[config.mk]
export PLATFORM = sky130hd
export DESIGN_NAME = apb_ram_bridge
export DESIGN_NICKNAME = d
export VERILOG_FILES = /design/src/rtl/apb_ram_pkg.sv /design/src/rtl/apb_ram_bridge.sv
export SDC_FILE = /design/constraint.sdc
export NUM_CORES = 1
export LEC_CHECK = 0
export BUFFER_PORTS_ARGS = -buffer_cell sky130_fd_sc_hd__buf_2
export CORE_UTILIZATION = 27
export DETAILED_ROUTE_END_ITERATION = 10
export SYNTH_ARGS = -nofsm -noshare
export SYNTH_HDL_FRONTEND = slang
export SYNTH_SLANG_ARGS = --single-unit
[constraint.sdc]
create_clock -name CLK -period 1.6 [get_ports CLK]
set_clock_uncertainty 0.1 [all_clocks]
set_input_delay 0.08 -clock CLK [delete_from_list [all_inputs] [get_ports CLK]]
set_output_delay 0.08 -clock CLK [all_outputs]
set_load 0.03 [all_outputs]
[src/rtl/apb_ram_pkg.sv]
// Shared constants and state encoding for the APB-to-RAM bridge.
// Imported by apb_ram_bridge and available to any block that talks to the same RAM.
`timescale 1ns/1ps
package apb_ram_pkg;

  localparam int WORD_SHIFT          = 2;
  localparam int BYTE_LANES          = 4;
  localparam int DEFAULT_DEPTH_WORDS = 2048;

  typedef enum logic [1:0] {
    IDLE  = 2'd0,
    ISSUE = 2'd1,
    RESP  = 2'd2
  } state_e;

endpackage

[src/rtl/apb_ram_bridge.sv]
// APB completer in front of a single-port byte-writable RAM with combinational read data.
// Fixed one-wait-state handshake: setup, RAM access, response; outputs decode from registers only.
`timescale 1ns/1ps
module apb_ram_bridge
  import apb_ram_pkg::*;
#(
  parameter int ADDR_WIDTH  = 32,
  parameter int DATA_WIDTH  = 32,
  parameter int DEPTH_WORDS = DEFAULT_DEPTH_WORDS
) (
  input  logic                  CLK,
  input  logic                  RST,
  input  logic                  PSEL,
  input  logic                  PENABLE,
  input  logic                  PWRITE,
  input  logic [ADDR_WIDTH-1:0] PADDR,
  input  logic [DATA_WIDTH-1:0] PWDATA,
  input  logic [BYTE_LANES-1:0] PSTRB,
  output logic [DATA_WIDTH-1:0] PRDATA,
  output logic                  PREADY,
  output logic                  PSLVERR,
  output logic                  ram_en,
  output logic [BYTE_LANES-1:0] ram_we,
  output logic [DATA_WIDTH-1:0] ram_di,
  output logic [ADDR_WIDTH-1:0] ram_a,
  input  logic [DATA_WIDTH-1:0] ram_do
);

  state_e                r_state;
  state_e                w_state_nxt;
  logic                  r_write;
  logic                  r_err;
  logic [ADDR_WIDTH-1:0] r_word_idx;
  logic [DATA_WIDTH-1:0] r_wdata;
  logic [DATA_WIDTH-1:0] r_rdata;
  logic [BYTE_LANES-1:0] r_strb;

  logic                  w_setup;
  logic                  w_addr_err;
  logic                  w_issue_ok;

  assign w_setup = PSEL & ~PENABLE;

  // Full-width compare, so high address bits can never alias into the RAM.
  assign w_addr_err = (|PADDR[WORD_SHIFT-1:0]) |
                      ((PADDR >> WORD_SHIFT) >= ADDR_WIDTH'(DEPTH_WORDS));

  assign w_issue_ok = (r_state == ISSUE) & ~r_err;

  always_comb begin
    w_state_nxt = r_state;
    unique case (r_state)
      IDLE:    if (w_setup) w_state_nxt = ISSUE;
      ISSUE:   w_state_nxt = PSEL ? RESP : IDLE;
      RESP:    w_state_nxt = IDLE;
      default: w_state_nxt = IDLE;
    endcase
  end

  // NOTE: all state updates use non-blocking assignments so every register
  // samples pre-edge values, independent of statement order.
  always_ff @(posedge CLK) begin
    if (RST) begin
      r_state    <= IDLE;
      r_write    <= 1'b0;
      r_err      <= 1'b0;
      r_word_idx <= '0;
      r_wdata    <= '0;
      r_rdata    <= '0;
      r_strb     <= '0;
    end else begin
      r_state <= w_state_nxt;
      if ((r_state == IDLE) && w_setup) begin
        r_write    <= PWRITE;
        r_err      <= w_addr_err;
        r_word_idx <= PADDR >> WORD_SHIFT;
        r_wdata    <= PWDATA;
        r_strb     <= PSTRB;
      end
      if (r_state == ISSUE) begin
        r_rdata <= (w_issue_ok && !r_write) ? ram_do : '0;
      end
    end
  end

  // A write with no strobes completes without touching the RAM.
  assign ram_en  = w_issue_ok & (~r_write | (|r_strb));
  assign ram_we  = (w_issue_ok && r_write) ? r_strb : '0;
  assign ram_di  = r_wdata;
  assign ram_a   = r_word_idx;

  assign PREADY  = (r_state == RESP);
  assign PSLVERR = (r_state == RESP) & r_err;
  assign PRDATA  = (r_state == RESP) ? r_rdata : '0;

endmodule

==> impl_metrics.env, run 1 <==
export IMPL_setup_worst_path_class="reg -> out"
export IMPL_ant_diodes=0
export IMPL_crit_buf_inv=4
export IMPL_fin_ws_ns=-0.116
export IMPL_timing_final_hold_violations=0
export IMPL_cpMaxStageDelayCell="dfxtp_2"
export IMPL_flow_area_growth_from_synthesis_pct=94.5
export IMPL_synth_top_cells_by_area="dfxtp_1 (54%), nand2_1 (13%), a21oi_1 (8.8%), a22oi_1 (6.3%), and2_1 (6.1%)"
export IMPL_worstHoldPathType="in -> reg"
export IMPL_fill_cells=1144
export IMPL_vias_per_cell=4.73
export IMPL_syn_area_per_cell_um2=8.20
export IMPL_failed_checks="setup timing"
export IMPL_final_layout_size_suffix_gt1_share_pct=46.8
export IMPL_initialDrtViolationCount=257
export IMPL_clockBufferDepth=2
export IMPL_ant_nets=0
export IMPL_design_core_area_mm2=0.0135
export IMPL_dieWidth_um=121
export IMPL_layout_nets=880
export IMPL_worst_setup_hold_path_clk_slew_ns=0.07
export IMPL_initial_core_util_pct=28.2
export IMPL_netlist_cell_types=21
export IMPL_rows=42
export IMPL_critical_path_startpoint_type="flip-flop"
export IMPL_synth_yosys_seq_area_share_pct=53.8
export IMPL_synth_enable_flop_cells=0
export IMPL_power_leakage_uw=0.00323
export IMPL_gpl_final_weighted_congestion=0.746
export IMPL_cts_htree_levels=3
export IMPL_largest_net_degree_at_the_start_of_global_routing=103
export IMPL_worstMarginPinSlew_ns=0.548
export IMPL_postSynthRegisterBits=102
export IMPL_number_of_antenna_violations_at_the_first_check_in_global_routing=0
export IMPL_cts_made_buffers=9
export IMPL_layout_commonest_cell="buf_2"
export IMPL_first_pass_iters=4
export IMPL_detailed_place_hpwl_mm=7.83
export IMPL_crit_path_cell_trace="buf_6 > nor2b_4 > buf_6 > buf_12 > and2_4 > buf_6"
export IMPL_cp_arrival_ns=1.54
export IMPL_routed_via_count=4526
export IMPL_share_of_the_synthesized_area_in_the_top_cell_type_pct=53.8
export IMPL_num_io_pins=208
export IMPL_min_period_ns=1.72
export IMPL_global_route_wire_length_before_repair_mm=21.1
export IMPL_required_ns=1.42
export IMPL_yosysWarningCount=0
export IMPL_netlist_instances=463
export IMPL_via_count_of_the_first_global_routing_pass=4382
export IMPL_die_area_mm2=0.0145
export IMPL_finalSetupViolations=76
export IMPL_totalNegativeSetupSlack_ns=-4.41
export IMPL_placement_setup_worst_slack_ns=-0.0705
export IMPL_ctsRootBufferMaster="clkbuf_16"
export IMPL_worst_skew_pair_late_latency_ns=0.35
export IMPL_post_route_util_pct=54.9
export IMPL_cts_sink_count=102
export IMPL_max_vdd_ir_drop_uv=785
export IMPL_synth_cell_area_mm2=0.00380
export IMPL_power_density_mw_per_mm2=818
export IMPL_timing_max_slew_rel_slack_pct=63.5
export IMPL_synth_top_area_cell="dfxtp_1"
export IMPL_report_final_slew_viol_count=0
export IMPL_status="finished with violations"
export IMPL_crit_path_frequent_cell="buf_6"
export IMPL_endpoint_kind="output pin"
export IMPL_route_detailed_wl_per_inst_um=16.4
export IMPL_synthArstFlopShare_pct=0
export IMPL_grt_overflow_total=0
export IMPL_totalWireLength_mm=15.6
export IMPL_ys_flop_type="dfxtp_1"
export IMPL_timing_critical_path_max_delay_family="buffers and inverters"
export IMPL_io_buffers=205
export IMPL_critPathMaxStageDelay_ns=0.35
export IMPL_path_max_fanout=9
export IMPL_cts_tree="yes"
export IMPL_post_route_drc_count=0
export IMPL_gr_usage_all_layers_pct=18.6
export IMPL_post_route_period_util_pct=107
export IMPL_grt_setup_unrepaired="true"
export IMPL_timing_fmax_mhz=583
export IMPL_die_h_um=121
export IMPL_commonest_cells_after_routing_fill_and_taps_aside="buf_2 (165), nand2_1 (106), dfxtp_1 (101), dlygate4sd3_1 (100), buf_6 (44)"
export IMPL_timing_max_cap_violations=0
## state kept, by name, summed over array words and instances (netlist names)
register,flops
ram_a,30
ram_di,32
r_rdata,32
r_err,1
r_write,1
r_strb,4
r_state,2
## routing by layer
layer / GRT usage, % / vias up / share of wire (%)
li1: - / 2152 / -
met5: 0 / - / 0
met3: 6.23 / 12 / 6.7
met1: 18.5 / 2175 / 39
met2: 36.1 / 187 / 54
met4: 4.86 / 0 / 0.73
## where the power goes
| part | internal (µW) | switching (µW) | total [µW] |
|---|---|---|---|
| combinational | 518 | 567 | 1090 |
| sequential | 2640 | 61.6 | 2710 |
| clock | 1270 | 983 | 2250 |
| total | 4430 | 1610 | 6040 |
## tightest hold or removal path: stages
cell,delay (ns)
buf_2,0.09
nor3_1,0.11
and4_1,0.21
a311oi_1,0.08
## cell families after synthesis
logic type	after synthesis	share of synthesized area (%)
AO/OA/AOI/OAI	100	15.4
buffers and inverters	38	4.58
flip-flops	102	53.8
other	1	0.0988
AND/OR/NAND/NOR	222	26.1
## path summary, 6_finish.rpt
kind,startpoint,endpoint,slack (ns),cells past startpoint
worst max register to register,r_state[1],ram_di[18],-0.06,8
worst min register to register,ram_di[20],ram_di[20],0.35,2
worst min-delay path,PADDR[1],r_err,0.17,4
worst max-delay path,r_state[1],PRDATA[4],-0.12,6
## Yosys cell counts, types with 2 or more instances
library cell and n:
nand2b_1 2, nor4b_2 2, nor2_1 34, and2_1 37, nor3_1 3, nand2_1 134
nor4_1 4, buf_4 4, a21oi_1 67, nor3b_1 2, a22oi_1 32, clkbuf_1 31
dfxtp_1 102, buf_6 2
## area by class of cell
cell class | instances | area (µm²) | area share, %
well taps | 176 | 220 | 2.98
repair buffers | 338 | 2860 | 38.7
clock inverters | 6 | 68.8 | 0.932
clock buffers | 10 | 239 | 3.24
multi-input cells | 324 | 1960 | 26.5
flip-flops and latches | 102 | 2040 | 27.7
## timing repair
item                                   4_1_cts  5_1_grt
setup endpoints to repair                  106      108
endpoints found under the hold margin      100        0
setup buffers                                6        2
pin swaps                                   17       14
gates cloned                                 5        9
gates resized for setup                    119       82
hold buffers                               100        0
## per-stage QoR
step / cell area, µm² / cells / total power, µW / hold WS, ns
6_report: 7380 / 956 / 6040 / 0.171
4_1_cts: 6930 / 945 / 5940 / 0.142
5_1_grt: 7380 / 956 / 6280 / 0.175
3_3_place_gp: 5070 / 818 / 3430 / 0.218
3_5_place_dp: 5070 / 818 / 3450 / 0.224
2_1_floorplan: 3810 / 464 / 3150 / 0.116
(Power assumes the default switching activity.)
==> inputs of run 2 (changes only) <==
--- a/config.mk
+++ b/config.mk
@@ -8,6 +8,8 @@
 export BUFFER_PORTS_ARGS = -buffer_cell sky130_fd_sc_hd__buf_2
 export CORE_UTILIZATION = 27
 export DETAILED_ROUTE_END_ITERATION = 10
+export GPL_ROUTABILITY_DRIVEN = 0
+export REMOVE_ABC_BUFFERS = 1
 export SYNTH_ARGS = -nofsm -noshare
 export SYNTH_HDL_FRONTEND = slang
 export SYNTH_SLANG_ARGS = --single-unit
==> run 2 against run 1 <==
  * Worst hold slack lost 0.073 ns
  * Die area unchanged
  * Combinational power shrank 4%
  * Clock power shrank 6%
  * Routed wire length is 4.5% lower
  * Clock-buffer cell count increased by 5
  * Non-clock buffer count increased by 2
  * Largest cell class unchanged
  * First-iteration DRC count fell by 32%
  * The flow still finishes with violations (setup timing)
  * Critical path depth unchanged
  * Setup slack got worse by 0.0074 ns
==> impl_metrics.env, run 2 (synthesis gave the netlist of run 1 again) <==
export IMPL_multi_input_combinational_cell_area_mm2=0.00184
export IMPL_status="finished with violations"
export IMPL_num_io_pins=208
export IMPL_first_pass_iters=4
export IMPL_post_layout_nonfiller_instances=958
export IMPL_ctsRootBufferMaster="clkbuf_16"
export IMPL_power_density_mw_per_mm2=811
export IMPL_io_buffers=205
export IMPL_initial_core_util_pct=28.2
export IMPL_switchingPower_uw=1500
export IMPL_switching_share_pct=25.5
export IMPL_p_seq_share_pct=46.1
export IMPL_global_route_wire_length_before_repair_mm=20.5
export IMPL_flow_area_growth_from_synthesis_pct=91.1
export IMPL_die_area_mm2=0.0145
export IMPL_finalSetupViolations=42
export IMPL_critical_path_startpoint_type="flip-flop"
export IMPL_power_leakage_uw=0.00319
export IMPL_vias_per_cell=4.69
export IMPL_clockBufferDepth=2
export IMPL_worstHoldPathType="in -> reg"
export IMPL_totalWireLength_mm=14.9
export IMPL_failed_checks="setup timing"
export IMPL_path_max_fanout=8
export IMPL_power_report_internal_total_uw=4380
export IMPL_report_final_slew_viol_count=0
export IMPL_via_count_of_the_first_global_routing_pass=4380
export IMPL_max_vdd_ir_drop_uv=393
export IMPL_routed_via_count=4496
export IMPL_cts_sink_count=102
export IMPL_totalNegativeSetupSlack_ns=-2.84
export IMPL_post_route_drc_count=0
export IMPL_route_detailed_wl_per_inst_um=15.6
export IMPL_comb_power_share_pct=17.9
export IMPL_power_uw=5880
export IMPL_post_route_period_util_pct=108
export IMPL_share_clk_of_total_power_pct=36.0
export IMPL_fin_ws_ns=-0.123
export IMPL_rows=42
export IMPL_place_inst=824
export IMPL_largest_net_degree_at_the_start_of_global_routing=53
export IMPL_timing_max_cap_violations=0
export IMPL_grt_overflow_total=0
export IMPL_grt_setup_unrepaired="true"
export IMPL_post_route_util_pct=53.9
export IMPL_initialDrtViolationCount=175
export IMPL_dieWidth_um=121
export IMPL_cp_arrival_ns=1.54
export IMPL_setup_worst_path_class="reg -> out"
export IMPL_fill_cells=1192
export IMPL_die_h_um=121
export IMPL_layout_nets=882
export IMPL_design_core_area_mm2=0.0135
export IMPL_cts_made_buffers=9
export IMPL_gr_usage_all_layers_pct=17.9
export IMPL_worst_setup_hold_path_clk_slew_ns=0.06
export IMPL_min_period_ns=1.72
export IMPL_cts_tree="yes"
export IMPL_number_of_antenna_violations_at_the_first_check_in_global_routing=1
export IMPL_timing_fmax_mhz=580
export IMPL_endpoint_kind="output pin"
export IMPL_worst_skew_pair_late_latency_ns=0.34
export IMPL_cts_htree_levels=3
export IMPL_ant_nets=0
export IMPL_final_layout_size_suffix_gt1_share_pct=41.7
export IMPL_ff_latch_area_mm2=0.00204
export IMPL_detailed_place_hpwl_mm=7.71
export IMPL_layout_commonest_cell="buf_2"
export IMPL_timing_final_hold_violations=0
export IMPL_required_ns=1.42
export IMPL_holdWs_ns=0.0976
export IMPL_commonest_cells_after_routing_fill_and_taps_aside="buf_2 (164), nand2_1 (117), dlygate4sd3_1 (100), dfxtp_1 (100), a21oi_1 (48)"
==> run 2: worst paths after layout <==
| check | cells past startpoint | slack, ns | end | start |
|---|---|---|---|---|
| setup / recovery | 6 | -0.12 | PRDATA[29] | r_state[1] |
| hold / removal | 3 | 0.1 | ram_a[23] | RST |
| setup reg to reg | 5 | -0.02 | ram_di[18] | r_state[1] |
| hold reg to reg | 2 | 0.35 | ram_di[23] | ram_di[23] |
==> run 2: worst max-delay path, stage by stage (launching register included) <==
cell and delay (ns):
dfxtp_2 0.34, buf_6 0.12, nor2b_4 0.15, buf_12 0.14, buf_6 0.14, and2_1 0.17
buf_6 0.14
==> run 2: cell type report <==
cell class	count	area share, %
antenna	1	0.0345
multi-input combinational	324	25.4
tap	176	3.04
sequential	102	28.2
clock buffer	15	3.97
timing repair buffer	340	39.4
==> run 2: what timing repair did <==
action / in CTS / in global routing
setup buffers: 3 / 7
gates resized for setup: 56 / 109
pin swaps: 4 / 22
gates cloned: 2 / 7
endpoints found under the setup margin: 105 / 77
hold buffers: 100 / 0
endpoints found under the hold margin: 100 / 0
==> run 2: power groups by stage <==
stage | logic [µW] | clock network, µW | registers [µW]
detailed placement | 714 | 0 | 2760
finish | 1050 | 2120 | 2710
CTS | 944 | 2180 | 2700
global route | 1120 | 2270 | 2720
global placement | 704 | 0 | 2750
floorplan | 203 | 0 | 2890
==> run 2: metal layers <==
metal | GRT usage (%) | vias to the layer above | share of wire (%)
met2 | 31.6 | 185 | 53
met5 | 0 | - | 0
li1 | - | 2153 | -
met4 | 9.10 | 0 | 2.4
met3 | 4.20 | 30 | 6.2
met1 | 20.0 | 2128 | 39
==> run 2: per-stage QoR <==
step | worst slack [ns] | cell area [µm²]
CTS | -0.0726 | 6670
floorplan | -2.14 | 3630
global placement | -0.0375 | 5120
finish | -0.123 | 7250
global route | -0.165 | 7250
detailed placement | -0.0563 | 5120
